**src/rtl/des_req_arbiter.sv**
```systemverilog
// Two-requester front end for a pipelined DES core: round-robin grant, credit-based
// admission and per-requester in-order result FIFOs fed by an in-flight tag FIFO.
module des_req_arbiter #(
  parameter int unsigned RESP_DEPTH = 4,
  parameter int unsigned TAG_DEPTH  = 8
) (
  input  logic        i_clk,
  input  logic        i_rst,

  input  logic        i_r0_valid,
  output logic        o_r0_ready,
  input  logic [63:0] i_r0_data,
  input  logic [63:0] i_r0_key,
  input  logic        i_r0_encrypt,
  output logic        o_r0_res_valid,
  input  logic        i_r0_res_ready,
  output logic [63:0] o_r0_res_data,

  input  logic        i_r1_valid,
  output logic        o_r1_ready,
  input  logic [63:0] i_r1_data,
  input  logic [63:0] i_r1_key,
  input  logic        i_r1_encrypt,
  output logic        o_r1_res_valid,
  input  logic        i_r1_res_ready,
  output logic [63:0] o_r1_res_data,

  output logic [63:0] o_des_cleartext,
  output logic [63:0] o_des_key,
  output logic        o_des_encrypt,
  output logic        o_des_dv,
  input  logic [63:0] i_des_ciphertext,
  input  logic        i_des_dv,
  output logic        o_err
);

  localparam int unsigned OccW   = $clog2(RESP_DEPTH + 1);
  localparam int unsigned RespAw = $clog2(RESP_DEPTH);
  localparam int unsigned TagAw  = (TAG_DEPTH > 1) ? $clog2(TAG_DEPTH) : 1;
  localparam int unsigned TagCw  = $clog2(TAG_DEPTH + 1);

  localparam logic [OccW-1:0]  OccMax  = OccW'(RESP_DEPTH);
  localparam logic [TagAw-1:0] TagLast = TagAw'(TAG_DEPTH - 1);

  // Per-requester views of the flat port list
  logic [1:0]  req_valid;
  logic [1:0]  res_ready;
  logic [1:0]  res_valid;
  logic [63:0] res_data [2];

  logic [1:0]  elig;
  logic [1:0]  grant;
  logic [1:0]  res_push;
  logic [1:0]  res_pop;
  logic        accept;

  assign req_valid = {i_r1_valid, i_r0_valid};
  assign res_ready = {i_r1_res_ready, i_r0_res_ready};

  assign o_r0_ready     = grant[0];
  assign o_r1_ready     = grant[1];
  assign o_r0_res_valid = res_valid[0];
  assign o_r1_res_valid = res_valid[1];
  assign o_r0_res_data  = res_data[0];
  assign o_r1_res_data  = res_data[1];

  // ---------------------------------------------------------------------------
  // Round-robin grant; rr_last_q = 1 means r1 was granted most recently
  // ---------------------------------------------------------------------------
  logic rr_last_q;

  always_comb begin
    grant    = 2'b00;
    grant[0] = elig[0] && (!elig[1] || rr_last_q);
    grant[1] = elig[1] && (!elig[0] || !rr_last_q);
  end

  assign accept = |grant;

  always_ff @(posedge i_clk) begin
    if (i_rst) begin
      rr_last_q <= 1'b1;
    end else if (accept) begin
      rr_last_q <= grant[1];
    end
  end

  // ---------------------------------------------------------------------------
  // Core issue registers
  // ---------------------------------------------------------------------------
  logic        des_dv_q;
  logic        des_enc_q;
  logic [63:0] des_data_q;
  logic [63:0] des_key_q;

  always_ff @(posedge i_clk) begin
    if (i_rst) begin
      des_dv_q   <= 1'b0;
      des_enc_q  <= 1'b0;
      des_data_q <= '0;
      des_key_q  <= '0;
    end else begin
      des_dv_q <= accept;
      if (accept) begin
        des_enc_q  <= grant[1] ? i_r1_encrypt : i_r0_encrypt;
        des_data_q <= grant[1] ? i_r1_data    : i_r0_data;
        des_key_q  <= grant[1] ? i_r1_key     : i_r0_key;
      end
    end
  end

  assign o_des_dv        = des_dv_q;
  assign o_des_encrypt   = des_enc_q;
  assign o_des_cleartext = des_data_q;
  assign o_des_key       = des_key_q;

  // ---------------------------------------------------------------------------
  // In-flight tag FIFO: requester ID per issued block, popped by core results
  // ---------------------------------------------------------------------------
  logic             tag_mem_q [TAG_DEPTH];
  logic [TagAw-1:0] tag_wptr_q;
  logic [TagAw-1:0] tag_rptr_q;
  logic [TagCw-1:0] tag_cnt_q;
  logic             tag_empty;
  logic             tag_pop;
  logic             tag_head;
  logic             err_q;

  assign tag_empty = (tag_cnt_q == '0);
  assign tag_pop   = i_des_dv && !tag_empty;
  assign tag_head  = tag_mem_q[tag_rptr_q];

  always_ff @(posedge i_clk) begin
    if (accept) begin
      tag_mem_q[tag_wptr_q] <= grant[1];
    end
  end

  always_ff @(posedge i_clk) begin
    if (i_rst) begin
      tag_wptr_q <= '0;
      tag_rptr_q <= '0;
      tag_cnt_q  <= '0;
      err_q      <= 1'b0;
    end else begin
      if (accept) begin
        tag_wptr_q <= (tag_wptr_q == TagLast) ? '0 : tag_wptr_q + 1'b1;
      end
      if (tag_pop) begin
        tag_rptr_q <= (tag_rptr_q == TagLast) ? '0 : tag_rptr_q + 1'b1;
      end
      tag_cnt_q <= tag_cnt_q + TagCw'(accept) - TagCw'(tag_pop);
      // A result with nothing outstanding is dropped and flagged until reset
      if (i_des_dv && tag_empty) begin
        err_q <= 1'b1;
      end
    end
  end

  assign o_err = err_q;

  // ---------------------------------------------------------------------------
  // Per-requester credit counter and show-ahead result FIFO
  // ---------------------------------------------------------------------------
  for (genvar n = 0; n < 2; n++) begin : g_req
    logic [OccW-1:0]   occ_q;
    logic [OccW-1:0]   occ_d;
    logic [OccW-1:0]   cnt_q;
    logic [RespAw-1:0] wptr_q;
    logic [RespAw-1:0] rptr_q;
    logic [63:0]       mem_q [RESP_DEPTH];

    // Registered occ only: a pop this cycle frees its credit next cycle
    assign elig[n]      = req_valid[n] && (occ_q < OccMax) && !i_rst;
    assign res_valid[n] = (cnt_q != '0);
    assign res_data[n]  = res_valid[n] ? mem_q[rptr_q] : '0;
    assign res_pop[n]   = res_valid[n] && res_ready[n];
    assign res_push[n]  = tag_pop && (tag_head == 1'(n));

    always_comb begin
      occ_d = occ_q + OccW'(grant[n]) - OccW'(res_pop[n]);
    end

    always_ff @(posedge i_clk) begin
      if (res_push[n]) begin
        mem_q[wptr_q] <= i_des_ciphertext;
      end
    end

    always_ff @(posedge i_clk) begin
      if (i_rst) begin
        occ_q  <= '0;
        cnt_q  <= '0;
        wptr_q <= '0;
        rptr_q <= '0;
      end else begin
        occ_q <= occ_d;
        cnt_q <= cnt_q + OccW'(res_push[n]) - OccW'(res_pop[n]);
        if (res_push[n]) begin
          wptr_q <= wptr_q + 1'b1;
        end
        if (res_pop[n]) begin
          rptr_q <= rptr_q + 1'b1;
        end
      end
    end
  end

endmodule

```
**config.mk**
```make
export PLATFORM = sky130hd
export DESIGN_NAME = des_req_arbiter
export DESIGN_NICKNAME = d
export VERILOG_FILES = /design/src/rtl/des_req_arbiter.sv
export SDC_FILE = /design/constraint.sdc
export NUM_CORES = 1
export LEC_CHECK = 0
export ABC_AREA = 1
export CAP_MARGIN = 10
export CORE_UTILIZATION = 40
export CTS_BUF_LIST = sky130_fd_sc_hd__clkbuf_8 sky130_fd_sc_hd__clkbuf_16
export DETAILED_ROUTE_END_ITERATION = 6
export PLACE_DENSITY = 0.71
export SYNTH_ARGS = -nofsm -noshare
export SYNTH_HDL_FRONTEND = slang
export SYNTH_SLANG_ARGS = --single-unit
```
**constraint.sdc**
```tcl
create_clock -name i_clk -period 6.19 [get_ports i_clk]
set_clock_uncertainty 0.05 [all_clocks]
set_input_delay 1.238 -clock i_clk [delete_from_list [all_inputs] [get_ports i_clk]]
set_output_delay 1.238 -clock i_clk [all_outputs]
set_load 0.01 [all_outputs]
```
==> results of run 1 <==
[worst register-to-register path, delay by kind of cell, from the launching register on]
family,cells,cell delay (ns)
adder cells (fa/ha/maj),1,0.21
buffers and inverters,3,0.88
flip-flops,1,0.31
AND/OR/NAND/NOR,4,1.36
[cell type report]
cell class	count	area [sq um]	share of cell area (%)
clock buffers	81	1990	5.37
multi-input cells	1576	7540	20.3
flip-flops and latches	689	19000	51.2
well taps	931	1160	3.14
repair buffers	624	6240	16.8
diodes	2	5.00	0.0135
inverters	201	762	2.05
clock inverters	52	414	1.12
[cells in the mapped netlist, drive strengths merged, types with 3 or more instances]
library cell / instances
xor2: 5
o21ai: 274
buf: 78
a21oi: 146
ha: 23
clkbuf: 93
nor3: 6
o211ai: 130
edfxtp: 520
nor2: 553
inv: 201
fa: 5
nand2: 286
dfxtp: 169
nand3: 140
nand4: 3
[path summary, 6_finish.rpt]
path | startpoint | to | slack [ns] | cells after the start
max | flop | o_r0_res_data[35] | 1.26 | 5
min | g_req[1].occ_q[2] | g_req[1].occ_q[2] | 0.40 | 1
max reg2reg | tag_cnt_q[2] | g_req[1].mem_q[2][24] | 2.99 | 8
min reg2reg | g_req[1].occ_q[2] | g_req[1].occ_q[2] | 0.40 | 1
[registers in the layout (all words and copies together), names as in the netlist, 6 cells and up, named ones only]
| register | count |
|---|---|
| tag_mem_q | 8 |
| o_des_cleartext | 64 |
| g_req.cnt_q | 6 |
| g_req.mem_q | 512 |
| g_req.occ_q | 6 |
| o_des_key | 64 |
[kinds of logic after synthesis]
logic type	synth area share, %
AND/OR/NAND/NOR	14.0
AO/OA/AOI/OAI	11.1
adder cells (fa/ha/maj)	1.39
buffers and inverters	5.30
XOR/XNOR	0.157
flip-flops	68.0
[power breakdown]
group	internal, mW	leakage [nW]	switching [mW]	total, mW
combinational	2.09	6.61	2.96	5.04
clock	2.53	1.26	1.78	4.32
sequential	5.66	6.11	0.301	5.96
[metal layers]
layer	vias up	part of all wire (%)	track usage, %
met5	-	0.030	0
met2	801	50	39.8
li1	10100	-	-
met4	4	4.6	11.5
met3	128	7.2	4.61
met1	9793	38	27.7
[layout by cell type, fill, tap and decap left out, drive strengths merged]
cell type,synthesis,final
clkdlybuf4s50,0,591
edfxtp,520,520
ha,23,23
and2,1,1
clkinvlp,0,1
nor2,553,553
inv,201,221
buf,78,33
nand2,286,286
o211a,2,2
clkbuf,93,81
dfxtp,169,169
fa,5,5
clkinv,0,26
nand4,3,3
or2,1,1
o211ai,130,130
a21oi,146,146
nor3,6,6
o21ai,274,274
diode,0,2
xor2,5,5
nand3b,1,1
bufinv,0,5
nand3,140,140
[through the flow]
step                power (mW)  hold slack, ns
CTS                       15.5           0.402
finish                    15.3           0.404
detailed placement        11.1           0.392
floorplan                 8.46           0.372
global route              16.1           0.425
global placement          11.1           0.388
==> run metrics, run 1 <==
first-pass GRT wire length=roughly 120000 microns; Worst-path clk slew=about 0.060 ns; crit end category=output pin; post-synthesis async set-or-reset flop share=0%; Overall Global Routing Usage=23.2%; H-tree levels=3; Nets=roughly 3500; Port Buf Inserts=between 500 and 600; CP max FO=56; chip width=between 200 and 300 microns; status=complete, no violations; Final Max Slew Viols=0; Final Core Density=between 50 and 60%; worst slack, placed=1.69 ns; PostCTS Resize Cnt=0; post-DR wirelength/cell=roughly 20 microns; Critical Setup Path Class=reg -> out; Netlist cell types=25; synthesized instance count=between 2000 and 3000; fillers=5857; maximum number of pins on one net before global-route repair=roughly 190; drt pass-1 iters=6; Yosys reg bits=~690; period utilization=between 70 and 80%; TritonCTS buffer count=74; Syn Nets=2994; startpoint types=flop; Placed Cells=4021; CP Data Required Time=4.90 ns; critical path arrival=roughly 3.6 ns; Top-Level Pins=approximately 590; routed wire length=approximately 83000 microns; # hold bufs at CTS=0; Non-Filler Instances=roughly 4200; cell taking the most area after synthesis=edfxtp_1; vias in the first global route=roughly 20000; Die ar.=approximately 70000 sq um; CTS Root Cell=clkbuf_16; Iteration-0 DRC Markers=roughly 1500; Worst Path Buf+Inv=3; minimum clock period=a little under 5 ns; Max Clock Freq=around 0.20 GHz; clk sinks=just under 700; synthesized area=about 28000 sq um; RSZ-0062 raised after global routing=no; Post-CTS Setup Bufs=0; critical path's largest stage delay=between 0.7 and 0.8 ns; Synth top area share=55.9%; Post-synth EDFFs=520; sequential area share after synthesis=68.0%; max cap viols=0; Power Density=between 400 and 500 nW/um^2; syn_area_per_cell=about 11 sq um; Setup-failing EPs final=0; DP Area=34700 sq um; Final ANT Viol Nets=0; Die Y=~270 microns; Final WS setup=1.26 ns; vias=around 21000; Final Cell Area=around 37000 sq um; DP HPWL=between 50000 and 60000 microns; RD Place Congestion=0.900; Leak=between 10 and 15 nW; Core Box Area=approximately 70000 sq um; critical path cell sequence=clkinv_2, buf_4, o21ai_0, a21oi_1, clkdlybuf4s50_1; final number of hold-violating endpoints=0; Most used DFF post-synth=edfxtp_1; CTS tree=yes; initial antenna violation count=4; yosys warns=0; post-DR vias/cell=roughly 5.0; total gr overflow=0; setup TNS=0 ns; Slew headroom=between 30% and 40%; Syn-to-layout area delta=32.9%; Tightest Pin Transition=approximately 1 ns; Remaining DRCs=0; Area contributors post-synth=edfxtp_1 56%, dfxtp_1 12%, nor2_1 7.4%; family with the most delay on the worst path=buffers and inverters; Clock Latency Late Sink=between 0.6 and 0.7 ns; Cell Rows=96; Initial Util=between 40% and 50%; worst-case clock buffer depth=3; share of cells above drive strength 1=5.09%; Critical-path top delay cell=clkinv_2; peak supply drop=0.268 mV; HP Class=reg -> reg
Note: power is estimated with default switching activity, not from simulation.
==> run 2, diff against run 1 <==
==> constraint.sdc (replaced) <==
create_clock -name i_clk -period 4.82 [get_ports i_clk]
set_clock_uncertainty 0.05 [all_clocks]
set_input_delay 0.964 -clock i_clk [delete_from_list [all_inputs] [get_ports i_clk]]
set_output_delay 0.964 -clock i_clk [all_outputs]
set_load 0.01 [all_outputs]
==> run 2 against run 1 <==
  * Critical path depth rose by 1
  * Critical path type unchanged
  * Via count rose by 0.69%
  * Largest power group unchanged
  * Setup slack got worse by 0.43 ns
  * Wire length barely moved
  * Non-clock buffer count rose by 6
==> run metrics, run 2 (synthesized netlist as in run 1, its figures left out) <==
total gr overflow=0 (unchanged); CP Capture Point=o_r1_res_data[18]; worst-case reg-to-reg path depth=11 (+3); Power Density=531 nW/um^2 (+29%); Setup-failing EPs final=0 (unchanged); Worst-path clk slew=0.06 ns (about the same); Max Clock Freq=0.251 GHz; Clock Latency Late Sink=0.62 ns (about the same); CP Data Required Time=3.81 ns (-1.09 ns); Post-CTS Setup Bufs=0 (unchanged); Final Cell Area=37200 sq um (+0.16%); Syn-to-layout area delta=33.1%; Remaining DRCs=0 (unchanged); critical path arrival=2.97 ns (-0.67 ns); Largest register FFs=512 (unchanged); RD Place Congestion=0.879 (-2.3%); HP Class=reg -> reg; Final ANT Viol Nets=0 (unchanged); post-DR vias/cell=5.04 (+0.49%); hold path startpoint=o_err; Int Pwr=13.2 mW (+29%); vias=21000 (+0.69%); Die Y=266 microns (unchanged); Tightest Pin Transition=0.981 ns (-0.00247 ns); Core Box Area=68800 sq um (unchanged); DP HPWL=54400 microns (+0.17%); CP max FO=43 (-23%); most flop-heavy register=g_req.mem_q; minimum clock period=3.99 ns; CTS Root Cell=clkbuf_16; RSZ-0062 raised after global routing=no; chip width=266 microns (unchanged); most common cell after layout, fill and taps aside=clkdlybuf4s50_1; sequential share of power=38.3% (-0.6 points); H-tree levels=3 (unchanged); M3 GR Usage=4.57% (-0.046 points); max cap viols=0 (unchanged); Port Buf Inserts=591 (unchanged); Leak=14.0 nW (about the same); DP Area=34800 sq um (+0.24%); Global Route met2 Usage=40.9% (+1.1 points); logic gate share of total power=33.5% (+0.6 points); Final Max Slew Viols=0 (unchanged); CTS tree=yes; TritonCTS buffer count=75 (+1.4%); Slew headroom=34.6% (+0.16 points); launch point of the worst reg-to-reg path=g_req[0].cnt_q[1]; Cell Rows=96 (unchanged); net switching power figure=6.51 mW (+29%); Iteration-0 DRC Markers=1475 (-2.8%); PostCTS Resize Cnt=0 (unchanged); worst-case clock buffer depth=3 (unchanged); share of cells above drive strength 1=5.17% (+0.079 points); Die ar.=70900 sq um (unchanged); Tot Pwr=19.7 mW (+29%); initial antenna violation count=3 (-1); most frequent cells in the layout=591 x clkdlybuf4s50_1, 545 x nor2_1, 520 x edfxtp_1; peak supply drop=0.369 mV (+38%); final number of hold-violating endpoints=0 (unchanged); grt peak-use layer=met2; setup TNS=0 ns (unchanged); maximum number of pins on one net before global-route repair=139 (-28%); first-pass GRT wire length=123000 microns (+0.42%); # hold bufs at CTS=0 (unchanged); Reg2Reg Setup Slack=1.99 ns (-1.00 ns); startpoint types=flop; Clk pwr share=28.2% (about the same); r2r endpoint=g_req[0].occ_q[2]; clk sinks=689 (unchanged); period utilization=between 80% and 90%; Top-Level Pins=592 (unchanged); Critical Setup Path Class=reg -> out; Sw Share=33.0% (+0.046 points); vias in the first global route=20100 (+0.42%); post-DR wirelength/cell=20.0 microns (-0.26%); Nets=3530 (+0.20%); crit end category=output pin; status=complete, no violations; routed wire length=83100 microns (about the same); routing usage on met1=27.4% (-0.27 points); Initial Util=40.6% (unchanged); Overall Global Routing Usage=23.1% (-0.048 points); drt pass-1 iters=7 (+1); hold_ws=0.408 ns (+0.00460 ns)
[run 2: cell types whose count changed in the layout (fill, tap and decap cells not counted), sizes merged]
cell      before  now
buf           33   39
bufinv         5    7
clkbuf        81   76
clkinv        26   38
clkinvlp       1    3
diode          2    1
inv          221  213
[run 2: worst min path at each step]
| stage | to | slack [ns] | depth (start not counted) |
|---|---|---|---|
| after floorplan | g_req[0].occ_q[2] | 0.37 | 1 |
| after global placement | g_req[0].occ_q[2] | 0.39 | 1 |
| after detailed placement | o_err | 0.39 | 2 |
| after CTS | o_err | 0.40 | 2 |
| after global routing | o_err | 0.42 | 2 |
| final | o_err | 0.41 | 2 |
[run 2: power groups by stage]
stage | combinational [mW] | sequential [mW] | clock, mW
after floorplan | 3.10 | 7.77 | 0
after global placement | 6.59 | 7.66 | 0
after detailed placement | 6.68 | 7.68 | 0
after CTS | 6.71 | 7.57 | 5.67
after global routing | 7.20 | 7.64 | 5.91
final | 6.60 | 7.57 | 5.57
[run 2: area by class of cell]
| class | count | area [sq um] |
|---|---|---|
| antenna | 1 | 2.50 |
| multi-input combinational | 1576 | 7540 |
| clock buffer | 76 | 1900 |
| clock inverter | 60 | 485 |
| inverter | 201 | 762 |
| fill | 5851 | 31600 |
| tap | 931 | 1160 |
| sequential | 689 | 19000 |
| timing repair buffer | 630 | 6320 |
[run 2: through the flow]
stage | util, % | setup slack, ns | std cells
3_5_place_dp | 50.6 | 0.789 | 4027
4_1_cts | 54.0 | 0.766 | 4163
3_3_place_gp | 50.6 | 0.861 | 4027
5_1_grt | 54.0 | 0.690 | 4164
2_1_floorplan | - | 0.0285 | 2637
6_report | 54.0 | 0.834 | 4164
[run 2: critical path, cell delays in order (launching register included)]
cell and delay, ns:
dfxtp_2 0.32, inv_2 0.68, buf_4 0.44, nor2_1 0.09, o21ai_0 0.08, a21oi_1 0.16
clkdlybuf4s50_1 0.56
[run 2: per-layer routing]
metal / wire, microns / part of all wire (%)
met1: 31600 / 38
met2: 42600 / 51
met3: 5670 / 6.8
met4: 3230 / 3.9
met5: 13 / 0.016
==> run 3, diff against run 2 <==
==> constraint.sdc (replaced) <==
create_clock -name i_clk -period 3.8 [get_ports i_clk]
set_clock_uncertainty 0.05 [all_clocks]
set_input_delay 0.76 -clock i_clk [delete_from_list [all_inputs] [get_ports i_clk]]
set_output_delay 0.76 -clock i_clk [all_outputs]
set_load 0.01 [all_outputs]
==> run 3 against run 2 <==
  * Cell count barely moved
  * Combinational power rose by 28%
  * Sequential power rose by 27%
  * Via count rose by 0.51%
  * Power rose by 27%
  * Register-to-register slack got worse by 0.90 ns
  * Highest routed layer unchanged
  * Utilization rose by 0.23 points
  * Clock power rose by 25%
  * Non-clock buffer count rose by 4
  * Wire length rose by 1.3%
  * Critical path depth did not move
==> run metrics, run 3 (synthesized netlist as in run 1, its figures left out) <==
worst-case reg-to-reg path depth=11 (unchanged); most common cell after layout, fill and taps aside=clkdlybuf4s50_1; Setup-failing EPs final=0 (unchanged); drt pass-1 iters=5 (-2); first-pass GRT wire length=124000 microns (+0.87%); Overall Global Routing Usage=23.4% (+0.32 points); status=complete, no violations; period utilization=a little over nine tenths; post-DR wirelength/cell=20.2 microns (+1.4%); clk sinks=689 (unchanged); Syn-to-layout area delta=33.7%; DP HPWL=56100 microns (+3.1%); Port Buf Inserts=591 (unchanged); worst slack, placed=0.508 ns (-0.281 ns); Post-CTS Setup Bufs=0 (unchanged); Final Max Slew Viols=0 (unchanged); Placed Cells=4031 (+0.099%); max cap viols=0 (unchanged); minimum clock period=3.65 ns; Tightest Pin Transition=0.775 ns (-0.206 ns); Worst-path clk slew=0.06 ns (about the same); most frequent cells in the layout=591 x clkdlybuf4s50_1, 545 x nor2_1, 520 x edfxtp_1; critical path arrival=2.84 ns (-0.13 ns); most flop-heavy register=g_req.mem_q; initial antenna violation count=14 (+11); post-DR vias/cell=5.07 (+0.58%); Remaining DRCs=0 (unchanged); Iteration-0 DRC Markers=1647 (+12%); share of cells above drive strength 1=5.51% (+0.35 points); CTS tree=yes; RD Place Congestion=0.890 (+1.3%); DP Area=35000 sq um (+0.47%); total gr overflow=0 (unchanged); hold_ws=0.404 ns (-0.00386 ns); launch point of the worst reg-to-reg path=g_req[0].cnt_q[1]; vias in the first global route=20000 (-0.42%); chip width=266 microns (unchanged); Final ANT Viol Nets=0 (unchanged); Final Cell Area=37300 sq um (+0.43%); worst-case clock buffer depth=3 (unchanged); Initial Util=40.6% (unchanged); CP Data Required Time=2.99 ns (-0.82 ns); PostCTS Resize Cnt=0 (unchanged); CTS Root Cell=clkbuf_16; Largest register FFs=512 (unchanged); startpoint types=flop; Nets=3531 (+0.028%); Max Clock Freq=approximately 0.27 GHz; HP Class=reg -> reg; # hold bufs at CTS=0 (unchanged); routed wire length=84200 microns (+1.3%); crit end category=output pin; RSZ-0062 raised after global routing=no; Power Density=672 nW/um^2 (+27%); Top-Level Pins=592 (unchanged); Leak=14.0 nW (+0.28%); Die ar.=70900 sq um (unchanged); hold path startpoint=g_req[1].occ_q[2]; Slew headroom=48.3% (+14 points); hold depth=1 (-1); fillers=5800 (-0.87%); vias=21100 (+0.51%); H-tree levels=3 (unchanged); Final Core Density=54.3% (+0.23 points); Non-Filler Instances=4161 (-0.072%); Final WS setup=0.147 ns (-0.687 ns); Critical Setup Path Class=reg -> out; peak supply drop=0.432 mV (+17%); Clock Latency Late Sink=0.61 ns (about the same); Core Box Area=68800 sq um (unchanged); Cell Rows=96 (unchanged); Die Y=266 microns (unchanged); CP max FO=74 (+72%); TritonCTS buffer count=72 (-4.0%); maximum number of pins on one net before global-route repair=152 (+9.4%); final number of hold-violating endpoints=0 (unchanged)
==> run 3: metal layers <==
metal  GRT usage (%)  share of wire, %
met1            27.6                38
met2            40.7                50
met3            5.61               7.7
met4            10.0               4.4
met5               0              0.14
==> run 3: worst max-delay path: stages (launching register included) <==
cell and delay (ns):
dfxtp_4 0.57, buf_12 0.36, nor2_1 0.09, nor2_1 0.08
o21ai_0 0.08, a21oi_1 0.38, clkdlybuf4s50_1 0.62
==> run 3: path summary, 6_finish.rpt <==
check,slack [ns],to
setup / recovery,0.15,o_r0_res_data[22]
hold / removal,0.40,g_req[1].occ_q[2]
setup reg to reg,1.09,g_req[0].cnt_q[2]
hold reg to reg,0.40,g_req[1].occ_q[2]
==> run 3: per-stage QoR <==
step | setup TNS [ns] | total power [mW]
2_1_floorplan | -201.59 | 13.8
3_3_place_gp | 0 | 18.1
3_5_place_dp | 0 | 18.3
4_1_cts | 0 | 25.3
5_1_grt | 0 | 26.3
6_report | 0 | 25.1
==> run 3: layout make-up <==
class                      count  area (sq um)  area share (%)
antenna                        2          5.00          0.0134
clock buffer                  78          1920            5.14
clock inverter                50           445            1.19
inverter                     201           759            2.03
multi-input combinational   1576          7540            20.2
sequential                   689         19000            50.9
tap                          931          1160            3.12
timing repair buffer         634          6500            17.4
==> run 3: where the power goes <==
group	internal, mW	total (mW)	switching [mW]
registers	9.21	9.64	0.433
clock network	4.02	6.99	2.97
logic	3.55	8.46	4.91
total	16.8	25.1	8.31
